### config.mk
export PLATFORM = sky130hd
export DESIGN_NAME = sevenseg_scan_driver
export DESIGN_NICKNAME = d
export VERILOG_FILES = /design/src/rtl/sevenseg_scan_driver.sv
export SDC_FILE = /design/constraint.sdc
export NUM_CORES = 1
export LEC_CHECK = 0
export BUFFER_PORTS_ARGS = -buffer_cell sky130_fd_sc_hd__buf_2
export CORE_ASPECT_RATIO = 0.6
export CORE_MARGIN = 3
export CORE_UTILIZATION = 24
export CTS_CLUSTER_DIAMETER = 120
export DETAILED_ROUTE_END_ITERATION = 6
export MAX_ROUTING_LAYER = met4
export PLACE_DENSITY_LB_ADDON = 0.08
export SLEW_MARGIN = 20
export SYNTH_ARGS = -nofsm -noshare
export SYNTH_HDL_FRONTEND = slang
export SYNTH_SLANG_ARGS = --single-unit
### constraint.sdc
create_clock -name i_clk -period 3.1 [get_ports i_clk]
set_input_delay 0 -clock i_clk [delete_from_list [all_inputs] [get_ports i_clk]]
set_output_delay 0 -clock i_clk [all_outputs]
set_load 0.01 [all_outputs]
### src/rtl/sevenseg_scan_driver.sv
// Latches a 4-digit packed BCD word and time-multiplexes it onto a common-anode
// 7-segment display. Define LZ_BLANK_EN to enable leading-zero blanking.
module sevenseg_scan_driver #(
  parameter int REFRESH_DIV = 100000,
  parameter int CNT_W       = 17
) (
  input  logic        i_clk,
  input  logic        i_rst,
  input  logic [15:0] i_bcd,
  input  logic [3:0]  i_dp_in,
  input  logic        i_load,
  output logic [3:0]  o_an,
  output logic [6:0]  o_seg,
  output logic        o_dp,
  output logic        o_busy_frame
);

  localparam logic [CNT_W-1:0] LP_PRESC_LAST = CNT_W'(REFRESH_DIV - 1);

  // Active-low {g,f,e,d,c,b,a}; anything outside 0..9 shows a dash.
  function automatic logic [6:0] f_decode(input logic [3:0] nib);
    case (nib)
      4'd0:    f_decode = 7'b1000000;
      4'd1:    f_decode = 7'b1111001;
      4'd2:    f_decode = 7'b0100100;
      4'd3:    f_decode = 7'b0110000;
      4'd4:    f_decode = 7'b0011001;
      4'd5:    f_decode = 7'b0010010;
      4'd6:    f_decode = 7'b0000010;
      4'd7:    f_decode = 7'b1111000;
      4'd8:    f_decode = 7'b0000000;
      4'd9:    f_decode = 7'b0010000;
      default: f_decode = 7'b0111111;
    endcase
  endfunction

  logic [15:0]      r_bcd;
  logic [3:0]       r_dp;
  logic [CNT_W-1:0] r_presc;
  logic [1:0]       r_idx;

  logic             w_adv;
  logic [3:0]       w_lz;
  logic [3:0]       w_nib;
  logic             w_dp_bit;
  logic [3:0]       w_an;
  logic             w_blank;
  logic [6:0]       w_seg;

  assign w_adv = (r_presc == LP_PRESC_LAST);

`ifdef LZ_BLANK_EN
  logic [3:0] w_nz;
  // Invalid nibbles are non-zero, so they stop the blanking run.
  assign w_nz = {|r_bcd[15:12], |r_bcd[11:8], |r_bcd[7:4], |r_bcd[3:0]};
  assign w_lz = {~w_nz[3], ~(|w_nz[3:2]), ~(|w_nz[3:1]), 1'b0};
`else
  assign w_lz = 4'b0000;
`endif

  // Holding registers: only a load strobe lets upstream data through.
  always_ff @(posedge i_clk) begin
    if (i_rst) begin
      r_bcd <= 16'h0000;
      r_dp  <= 4'b0000;
    end else if (i_load) begin
      r_bcd <= i_bcd;
      r_dp  <= i_dp_in;
    end else begin
      r_bcd <= r_bcd;
      r_dp  <= r_dp;
    end
  end

  // Prescaler and digit index.
  always_ff @(posedge i_clk) begin
    if (i_rst) begin
      r_presc <= {CNT_W{1'b0}};
      r_idx   <= 2'd0;
    end else if (w_adv) begin
      r_presc <= {CNT_W{1'b0}};
      r_idx   <= r_idx + 2'd1;
    end else begin
      r_presc <= r_presc + CNT_W'(1);
      r_idx   <= r_idx;
    end
  end

  // Select the current digit's nibble, decimal point, anode and blanking.
  always_comb begin
    w_nib    = 4'd0;
    w_dp_bit = 1'b0;
    w_an     = 4'b1111;
    w_blank  = 1'b0;
    case (r_idx)
      2'd0: begin
        w_nib = r_bcd[3:0];   w_dp_bit = r_dp[0]; w_an = 4'b1110; w_blank = w_lz[0];
      end
      2'd1: begin
        w_nib = r_bcd[7:4];   w_dp_bit = r_dp[1]; w_an = 4'b1101; w_blank = w_lz[1];
      end
      2'd2: begin
        w_nib = r_bcd[11:8];  w_dp_bit = r_dp[2]; w_an = 4'b1011; w_blank = w_lz[2];
      end
      2'd3: begin
        w_nib = r_bcd[15:12]; w_dp_bit = r_dp[3]; w_an = 4'b0111; w_blank = w_lz[3];
      end
      default: begin
        w_nib = 4'd0; w_dp_bit = 1'b0; w_an = 4'b1111; w_blank = 1'b0;
      end
    endcase
  end

  assign w_seg = w_blank ? 7'b1111111 : f_decode(w_nib);

  // Registered pin drivers; busy_frame marks the cycle after the 3->0 wrap.
  always_ff @(posedge i_clk) begin
    if (i_rst) begin
      o_an         <= 4'b1111;
      o_seg        <= 7'b1111111;
      o_dp         <= 1'b1;
      o_busy_frame <= 1'b0;
    end else begin
      o_an         <= w_an;
      o_seg        <= w_seg;
      o_dp         <= ~w_dp_bit;
      o_busy_frame <= w_adv && (r_idx == 2'd3);
    end
  end

endmodule

==> impl_summary.txt, run 1 <==
----------------------------------------------------
[Clock network]
  Master cell of the clock root buffer ... sky130_fd_sc_hd__clkbuf_16
  Bufs on Longest Clock Path ... 2
  TritonCTS clock tree ... yes
  Number of H-tree levels ... 2
  Number of gates resized after CTS ... 0
  Clock buffers created by TritonCTS ... 5
  Post-CTS Setup Bufs ... 0
  Clock Pin Slew Worst Setup and Hold Paths ... around 0.07 ns
  Sinks on the clock net ... 52
  Quantity of hold-fixing buffers added after cts ... 20
  Insertion delay of the later-clocked pin in the worst-skew pair ... 0.29 ns

[Power]
  Post-layout total power ... ~1400 uW
  Sw Pwr ... 327.3 uW
  Internal cell power ... between 1000 and 1500 uW
  Logic gate share of total power ... 9.3%
  Sw Ratio ... 23.57%
  Sequential fraction of design power ... 51.2%
  Clock group share of total power ... 39.5%
  Static Leak ... 0.001151 uW
  PwrDens ... roughly 500 mW/mm^2
  Peak ir drop on the vdd network ... 0.2467 mV

[Timing]
  Tightest slew margin relative to the limit ... 54.99%
  Fmax ... 426.3 MHz
  Final TNS setup ... 0 ns
  Final max-slew violation count ... 0
  Final Hold Vio Count ... 0
  Post-route clock period utilization ... between 70% and 80%
  Final number of setup-violating endpoints ... 0
  Transition time of the tightest slew-check pin ... 0.6752 ns
  Minimum period implied by the final worst setup slack ... 2.346 ns
  Setup Skew ... around 0.0044 ns
  Setup repair after global routing missed its margin ... no

[Logic synthesis]
  Yosys top cell area share ... 47.19%
  Sequential cell area fraction in the yosys report ... 47.19%
  Total number of yosys warnings ... 0
  Post-synth ARST share ... 0%
  Top cell type by total area after synthesis ... sky130_fd_sc_hd__dfxtp_1
  Number of enable flip-flop cells after synthesis ... 0
  Count of state elements after synthesis ... 52
  Most frequent cell after synthesis ... sky130_fd_sc_hd__dfxtp_1
  Synth Instances ... 231
  Mapped Nets ... 262
  Netlist area before placement ... between 0.002 and 0.0025 mm^2
  Area contributors post-synth ... sky130_fd_sc_hd__dfxtp_1 47%, sky130_fd_sc_hd__mux2i_1 10%, sky130_fd_sc_hd__nor2_1 7.7%
  Count of cell types in the netlist ... 38
  Mean cell area of the mapped netlist ... 9.549 um^2
  Predominant post-synthesis flop cell ... sky130_fd_sc_hd__dfxtp_1
  Synth top cells by count ... 52 x sky130_fd_sc_hd__dfxtp_1, 45 x sky130_fd_sc_hd__nor2_1, 23 x sky130_fd_sc_hd__mux2i_1

[Worst setup path]
  Slack of the worst reg-to-reg path ... 0.75 ns
  Crit path required time ... around 3.3 ns
  Largest stage delay on the critical path ... 0.40 ns
  Cells along the critical path ... inv_1 > ha_1 > a222oi_1 > mux2i_1 > ha_1 > nor2_1 > or4_4
  Worst Path Class, Setup ... reg2reg
  Critical path startpoint category ... register
  Top fanout value on the critical path ... 6
  Worst R2R Path Depth ... 7
  Worst endpoint data arrival time ... 2.51 ns
  CP max stage cell ... sky130_fd_sc_hd__or4_4
  Cell repeated most along the worst path ... sky130_fd_sc_hd__ha_1
  Critical Path End Type ... register

[Route]
  Via count ... 1694
  Number of routed nets with antenna violations ... 0
  DRC violations left ... 0
  Total detailed-routing wirelength ... 5241 um
  Detail-routed net length per standard cell ... approximately 13 um
  Router iterations before antenna repair ... 5
  Number of DRC violations after detailed-routing iteration 0 ... 124
  Vias per cell ... 4.267

[Placed design]
  Post-detailed-placement half-perimeter wirelength ... 3707 um
  Placed Area ... 0.002485 mm^2
  Gp weighted congestion ... 0.7373
  Port Buf Inserts ... 35

[Die]
  Full die area ... ~0.010 mm^2
  Boundary Pins ... 36
  Floorplan row count ... 26
  Die Wd ... roughly 130 um
  Placeable core region ... between 0.008 and 0.009 mm^2
  Vertical die dimension ... 80.26 um
  Initial standard-cell utilization of the core ... 25.30%

[Global routing]
  Routing usage on met3 ... 3.654%
  GR Util All Layers ... a little under an eighth
  Number of global-route vias before repair ... between 1500 and 2000
  Maximum number of pins on one net before global-route repair ... 37
  Initial antenna violation count ... 0
  First-pass GRT wire length ... 8852 um
  Total grt overflow ... 0
  Met2 demand-to-capacity share in global routing ... ~12%
  Most congested layer reported by global routing ... met1
  GR Util met1 ... 18.59%

[Min path]
  Worst hold stages ... 2
  Hold/Removal Path Class ... in2reg

[Cells and area]
  Fraction of layout instances using a drive strength above 1 ... 17.19%
  Fill cell instance count of the final layout ... a little over 900
  Nets ... 315
  Final instance area ... 0.002829 mm^2
  Final core utilization ... about a third
  Number of antenna diodes ... 0
  Layout overhead on the synthesized area ... 28.25%

[Outcome]
  Run status ... finished, final reports clean

[Job]
  Number of max-cap violations ... 0

----------------------------------------------------
-- layout make-up --
class                           count  area [um^2]  share of cell area [%]
Sequential cell                    52         1041                   36.80
Clock buffer                        5        125.1                   4.423
Inverter                           12        45.04                   1.592
Tap cell                          112        140.1                   4.954
Timing Repair Buffer               56        382.9                   13.53
Clock inverter                      3        18.77                  0.6634
Multi-Input combinational cell    157         1076                   38.04
-- worst paths after layout --
kind,end,start
hold reg to reg,r_presc[0]$_SDFF_PP0_,r_presc[0]$_SDFF_PP0_
setup / recovery,o_seg[3]$_SDFF_PP1_,r_idx[1]$_SDFFE_PP0N_
hold / removal,r_bcd[3]$_SDFFE_PP0P_,i_rst
setup reg to reg,o_seg[3]$_SDFF_PP1_,r_idx[1]$_SDFFE_PP0N_
-- per-stage QoR --
step / setup slack, ns / hold WS, ns / instances
6_report: 0.7544 / 0.2344 / 397
5_1_grt: 0.6176 / 0.2670 / 397
4_1_cts: 0.7510 / 0.2296 / 397
3_5_place_dp: 0.7694 / 0.2437 / 369
3_3_place_gp: 0.8495 / 0.2339 / 369
2_1_floorplan: 1.041 / 0.1471 / 231
-- logic make-up (layout without fill, tap and decap cells) --
kind of cell | count (synthesis) | in the layout | share of synthesized area (%)
fa+ha+maj | 8 | 8 | 4.538
compound gates | 26 | 26 | 8.622
simple gates | 85 | 85 | 19.12
xor+xnor | 14 | 14 | 5.559
mux | 24 | 24 | 10.95
buf+inv | 22 | 76 | 4.027
flops | 52 | 52 | 47.19
-- critical path, delay by kind of cell, from the launching register on --
family / cells / cell delay [ns]
AO/OA/AOI/OAI: 1 / 0.38
flip-flops: 1 / 0.38
multiplexers: 1 / 0.28
AND/OR/NAND/NOR: 2 / 0.45
adder cells (fa/ha/maj): 2 / 0.65
buffers and inverters: 1 / 0.08
-- state kept, by name (all words and copies together) (netlist names) --
register and cells:
r_presc 17, r_bcd 16, o_seg 7, o_an 4, r_dp 4, r_idx 2, o_busy_frame 1, o_dp 1
-- metal layers --
metal,vias up,share of wire (%)
li1,904,-
met1,756,63
met2,32,33
met3,2,3.3
met4,0,0.65
met5,-,0
-- power by group through the flow --
stage / registers, uW / logic [uW] / clock network, uW
floorplan: 728 / 68.6 / 0
global placement: 729 / 111 / 0
detailed placement: 727 / 111 / 0
CTS: 711 / 130 / 582
global route: 715 / 145 / 613
finish: 711 / 129 / 549
-- layout by cell type (no fill, tap or decap), types with 4 or more instances in the layout --
cell / n
sky130_fd_sc_hd__mux2i_1: 23
sky130_fd_sc_hd__clkbuf_16: 5
sky130_fd_sc_hd__nand4_1: 6
sky130_fd_sc_hd__dfxtp_1: 52
sky130_fd_sc_hd__xnor2_1: 12
sky130_fd_sc_hd__dlygate4sd3_1: 20
sky130_fd_sc_hd__nand2b_1: 5
sky130_fd_sc_hd__inv_1: 12
sky130_fd_sc_hd__ha_1: 8
sky130_fd_sc_hd__nand3_1: 7
sky130_fd_sc_hd__nand2_1: 4
sky130_fd_sc_hd__nor2_1: 45
sky130_fd_sc_hd__a21oi_1: 8
sky130_fd_sc_hd__buf_2: 35
sky130_fd_sc_hd__nor3_1: 4
Power figures use the tool's default switching activity.
==> inputs of run 2 (changes only) <==
- clock period: 3.1 -> 2.4 ns (I/O delays scaled with it)
==> impl_summary.txt, run 2 (synthesis results as in run 1) <==
----------------------------------------------------
[Outcome]
  Run status ... finished, final reports clean

[Route]
  DRC violations left ... 0
  Via count ... 1730
  Detail-routed net length per standard cell ... 13.03 um
  Number of routed nets with antenna violations ... 0
  Router iterations before antenna repair ... 6
  Total detailed-routing wirelength ... 5250 um
  Number of DRC violations after detailed-routing iteration 0 ... about 140
  Vias per cell ... 4.293

[Cells and area]
  Biggest register ... r_presc
  Layout overhead on the synthesized area ... 32.33%
  Biggest regs ... r_presc: 17 flops, r_bcd: 16 flops, o_seg: 7 flops
  Post-route insts no fill ... between 400 and 500
  Leading cell type in the layout, fill and taps excluded ... sky130_fd_sc_hd__dfxtp_1
  Fraction of layout instances using a drive strength above 1 ... 19.59%
  Number of antenna diodes ... 0
  Max reg flops ... 17
  Final instance area ... 0.002919 mm^2
  Fill cell instance count of the final layout ... 920
  Nets ... 321
  Most frequent cells in the layout ... 52 x sky130_fd_sc_hd__dfxtp_1, 45 x sky130_fd_sc_hd__nor2_1, 35 x sky130_fd_sc_hd__buf_2

[Timing]
  Final Hold Vio Count ... 0
  Hold_ws ... 0.2240 ns
  Final TNS setup ... 0 ns
  Tightest slew margin relative to the limit ... ~56%
  Post-route clock period utilization ... a little over nine tenths
  Transition time of the tightest slew-check pin ... 0.6548 ns
  Fmax ... 443.4 MHz
  Setup Skew ... 0.003375 ns
  Final number of setup-violating endpoints ... 0
  Minimum period implied by the final worst setup slack ... 2.255 ns
  Final max-slew violation count ... 0

[Placed design]
  Gp weighted congestion ... 0.7318
  Port Buf Inserts ... 35
  Placed Area ... 0.002507 mm^2
  Number of cells in the design after placement ... 372
  Post-detailed-placement half-perimeter wirelength ... 3691 um

[Worst setup path]
  Cells along the critical path ... inv_1 > ha_1 > a222oi_1 > mux2i_2 > ha_1 > nor2_1 > or4_4
  Worst r2r dst ... o_seg[3]$_SDFF_PP1_
  Critical path startpoint category ... register
  Worst R2R Path Depth ... 7
  Top fanout value on the critical path ... 6
  Worst endpoint data arrival time ... 2.42 ns
  Largest stage delay on the critical path ... approximately 0.4 ns
  Dominant delay contributor by cell family on the critical path ... adder cells
  Number of buffer and inverter stages on the critical path ... 1
  Critical Path End Type ... register
  Crit path required time ... roughly 2.6 ns
  Cell repeated most along the worst path ... sky130_fd_sc_hd__ha_1
  CP max stage cell ... sky130_fd_sc_hd__or4_4
  R2r startpoint ... r_idx[1]$_SDFFE_PP0N_
  Slack of the worst reg-to-reg path ... roughly 0.14 ns
  Worst Path Class, Setup ... reg2reg

[Power]
  Peak ir drop on the vdd network ... 0.2924 mV
  Internal cell power ... 1541 uW
  Sequential fraction of design power ... 47.0%
  Static Leak ... 0.001191 uW
  Clock group share of total power ... 44.2%
  Post-layout total power ... 1957 uW
  Sw Pwr ... 415.8 uW
  Logic gate share of total power ... 8.9%
  Sw Ratio ... 21.25%
  PwrDens ... 670.4 mW/mm^2

[Clock network]
  Insertion delay of the later-clocked pin in the worst-skew pair ... 0.29 ns
  Clock buffers created by TritonCTS ... 5
  Sinks on the clock net ... 52
  Number of H-tree levels ... 2
  TritonCTS clock tree ... yes
  Bufs on Longest Clock Path ... 2
  Clock Pin Slew Worst Setup and Hold Paths ... 0.07 ns
  Master cell of the clock root buffer ... sky130_fd_sc_hd__clkbuf_16

[Min path]
  Worst hold path startpoint ... i_rst
  Worst Hold End ... r_idx[0]$_SDFFE_PP0N_
  Worst hold stages ... 2
  Hold/Removal Path Class ... in2reg

[Die]
  Boundary Pins ... 36
  Initial standard-cell utilization of the core ... approximately 25%
  Vertical die dimension ... 80.26 um
  Die Wd ... about 130 um
  Placeable core region ... 0.008718 mm^2
  Floorplan row count ... 26
  Full die area ... 0.01041 mm^2

[Global routing]
  GR Util All Layers ... 10.90%
  Initial antenna violation count ... 0
  First-pass GRT wire length ... 8487 um
  Maximum number of pins on one net before global-route repair ... 37
  Number of global-route vias before repair ... between 1500 and 2000
  Total grt overflow ... 0

[Job]
  Number of max-cap violations ... 0

----------------------------------------------------
[run 2: layer usage]
metal	global-route usage, %	up-vias	share of wire, %
li1	-	916	-
met1	17.14	778	60
met2	12.54	32	34
met3	3.588	4	4.8
met4	2.801	0	0.97
met5	-	-	0
[run 2: stage by stage]
stage               setup WS [ns]  utilization, %
finish                     0.1449           33.48
global placement           0.1820           28.76
detailed placement         0.1347           28.76
global route            -0.007371           33.48
floorplan                  0.3407               -
CTS                        0.1184           33.15
[run 2: cell type report]
| cell class | count | area (um^2) | area share (%) |
|---|---|---|---|
| clock buffer | 7 | 152.6 | 5.229 |
| clock inverter | 1 | 30.03 | 1.029 |
| timing repair buffer | 62 | 427.9 | 14.66 |
| tap | 112 | 140.1 | 4.801 |
| sequential | 52 | 1041 | 35.66 |
| multi-input combinational | 157 | 1082 | 37.08 |
| inverter | 12 | 45.04 | 1.543 |
[run 2: worst max path at each step]
| stage | start | depth (start not counted) | endpoint |
|---|---|---|---|
| global placement | r_idx[1]$_SDFFE_PP0N_ | 7 | o_seg[3]$_SDFF_PP1_ |
| floorplan | r_idx[0]$_SDFFE_PP0N_ | 9 | o_seg[3]$_SDFF_PP1_ |
| CTS | r_idx[1]$_SDFFE_PP0N_ | 7 | o_seg[3]$_SDFF_PP1_ |
| global route | r_idx[1]$_SDFFE_PP0N_ | 7 | o_seg[3]$_SDFF_PP1_ |
| detailed placement | r_idx[1]$_SDFFE_PP0N_ | 7 | o_seg[3]$_SDFF_PP1_ |
| finish | r_idx[1]$_SDFFE_PP0N_ | 7 | o_seg[3]$_SDFF_PP1_ |
[run 2: timing repair]
action / in CTS / in global routing
buffers inserted: 0 / 3
resized for setup: 0 / 2
setup endpoints to repair: 0 / 2
hold endpoints to repair: 20 / 0
hold buffers: 20 / 0
[run 2: power by group through the flow]
| stage | combinational [uW] | clock, uW | sequential (uW) |
|---|---|---|---|
| finish | 174 | 864 | 919 |
| global route | 194 | 933 | 923 |
| CTS | 169 | 900 | 919 |
| detailed placement | 143 | 0 | 939 |
| global placement | 145 | 0 | 941 |
| floorplan | 88.6 | 0 | 940 |
==> inputs of run 3 (changes only) <==
- clock period: 2.4 -> 2.7 ns (I/O delays scaled with it)
==> impl_summary.txt, run 3 (synthesis results as in run 1) <==
----------------------------------------------------
[Power]
  Static Leak ... 0.001169 uW
  Logic gate share of total power ... under 10%
  Clock group share of total power ... 43.6%
  Sw Ratio ... 21.76%
  Internal cell power ... 1342 uW
  Peak ir drop on the vdd network ... roughly 0.22 mV
  Sw Pwr ... 373.1 uW
  PwrDens ... 597.5 mW/mm^2
  Sequential fraction of design power ... 47.7%
  Post-layout total power ... 1715 uW

[Die]
  Vertical die dimension ... 80.26 um
  Die Wd ... 129.8 um
  Initial standard-cell utilization of the core ... 25.30%
  Boundary Pins ... 36
  Full die area ... 0.01041 mm^2
  Placeable core region ... 0.008718 mm^2
  Floorplan row count ... 26

[Worst setup path]
  Worst Path Class, Setup ... reg2reg
  Worst R2R Path Depth ... 7
  Slack of the worst reg-to-reg path ... 0.39 ns
  R2r startpoint ... r_idx[1]$_SDFFE_PP0N_
  Worst r2r dst ... o_seg[3]$_SDFF_PP1_
  Top fanout value on the critical path ... 6
  Beginning of the critical path ... r_idx[1]$_SDFFE_PP0N_
  Crit path required time ... 2.87 ns
  Critical Path End Type ... register
  Critical path startpoint category ... register
  Critical path capture point ... o_seg[3]$_SDFF_PP1_
  Worst endpoint data arrival time ... ~2.5 ns

[Timing]
  Final number of setup-violating endpoints ... 0
  Fmax ... 432.3 MHz
  Final Hold Vio Count ... 0
  Post-route clock period utilization ... 85.68%
  Final TNS setup ... 0 ns
  Setup repair after global routing missed its margin ... no
  Setup Skew ... approximately 0.0063 ns
  Tightest slew margin relative to the limit ... a little under 60%
  Minimum period implied by the final worst setup slack ... between 2 and 2.5 ns
  Final max-slew violation count ... 0
  Transition time of the tightest slew-check pin ... 0.6140 ns

[Route]
  Router iterations before antenna repair ... 5
  Detail-routed net length per standard cell ... 13.33 um
  Total detailed-routing wirelength ... 5306 um
  DRC violations left ... 0
  Number of DRC violations after detailed-routing iteration 0 ... 157
  Via count ... 1746
  Number of routed nets with antenna violations ... 0
  Vias per cell ... 4.387

[Cells and area]
  Final instance area ... 0.002870 mm^2
  Number of antenna diodes ... 0
  Layout overhead on the synthesized area ... 30.12%
  Fraction of layout instances using a drive strength above 1 ... 17.48%
  Final core utilization ... 32.92%
  Post-route insts no fill ... 398
  Leading cell type in the layout, fill and taps excluded ... sky130_fd_sc_hd__dfxtp_1
  Most frequent cells in the layout ... 52 x sky130_fd_sc_hd__dfxtp_1, 45 x sky130_fd_sc_hd__nor2_1, 35 x sky130_fd_sc_hd__buf_2
  Biggest regs ... r_presc: 17 flops, r_bcd: 16 flops, o_seg: 7 flops
  Nets ... 316
  Max reg flops ... 17
  Biggest register ... r_presc

[Placed design]
  Placed Area ... roughly 0.0025 mm^2
  Post-detailed-placement half-perimeter wirelength ... approximately 3800 um
  Gp weighted congestion ... 0.7389
  Number of cells in the design after placement ... 370
  Port Buf Inserts ... 35

[Clock network]
  Quantity of hold-fixing buffers added after cts ... 20
  Bufs on Longest Clock Path ... 2
  Clock buffers created by TritonCTS ... 5
  Clock Pin Slew Worst Setup and Hold Paths ... 0.07 ns
  Number of H-tree levels ... 2
  TritonCTS clock tree ... yes
  Insertion delay of the later-clocked pin in the worst-skew pair ... a little under 0.3 ns
  Post-CTS Setup Bufs ... 0
  Number of gates resized after CTS ... 0
  Sinks on the clock net ... 52
  Master cell of the clock root buffer ... sky130_fd_sc_hd__clkbuf_16

[Global routing]
  First-pass GRT wire length ... about 8400 um
  Maximum number of pins on one net before global-route repair ... 37
  Number of global-route vias before repair ... 1556
  Initial antenna violation count ... 0
  GR Util All Layers ... roughly 11%
  Total grt overflow ... 0

[Outcome]
  Run status ... finished, final reports clean

[Min path]
  Hold/Removal Path Class ... in2reg

[Job]
  Number of max-cap violations ... 0

----------------------------------------------------
run 3: layout make-up:
type | instances | area (um^2)
Multi-Input combinational cell | 157 | 1076
Sequential cell | 52 | 1041
Inverter | 12 | 45.04
Fill cell | 920 | 5848
Clock buffer | 6 | 138.9
Timing Repair Buffer | 57 | 390.4
Tap cell | 112 | 140.1
Clock inverter | 2 | 38.79
run 3: worst min-delay path by stage:
stage              start                      to  slack (ns)  cells past startpoint
5_1_grt            i_rst   r_bcd[2]$_SDFFE_PP0P_        0.26                      2
4_1_cts            i_rst  r_bcd[12]$_SDFFE_PP0P_        0.23                      2
6_report           i_rst    r_dp[3]$_SDFFE_PP0P_        0.23                      2
3_5_place_dp   i_bcd[12]  r_bcd[12]$_SDFFE_PP0P_        0.24                      3
2_1_floorplan  i_bcd[15]  r_bcd[15]$_SDFFE_PP0P_        0.15                      2
3_3_place_gp   i_bcd[12]  r_bcd[12]$_SDFFE_PP0P_        0.23                      3
run 3: power groups by stage:
stage                     registers [uW]  clock network [uW]  logic, uW
after floorplan                      835                   0       78.8
after global placement               837                   0        129
after detailed placement             836                   0        128
after CTS                            818                 780        150
after global routing                 822                 808        167
final                                818                 748        148
run 3: per-layer routing:
metal	track usage, %	part of all wire, %	vias to the layer above
met5	-	0	-
met4	4.046	1.2	0
met3	3.522	5.5	9
met2	11.56	33	42
met1	17.84	60	784
li1	-	-	911
run 3: worst max-delay path: stages, from the launching register on:
cell and delay [ns]:
sky130_fd_sc_hd__dfxtp_1 0.37, sky130_fd_sc_hd__inv_1 0.08, sky130_fd_sc_hd__ha_1 0.25, sky130_fd_sc_hd__a222oi_1 0.38, sky130_fd_sc_hd__mux2i_1 0.28, sky130_fd_sc_hd__ha_1 0.39, sky130_fd_sc_hd__nor2_1 0.05, sky130_fd_sc_hd__or4_4 0.40
run 3: through the flow:
step | setup WS (ns) | hold WS (ns)
after floorplan | 0.6407 | 0.1471
after global placement | 0.4405 | 0.2339
after detailed placement | 0.4072 | 0.2423
after CTS | 0.3884 | 0.2322
after global routing | 0.2157 | 0.2564
final | 0.3866 | 0.2297
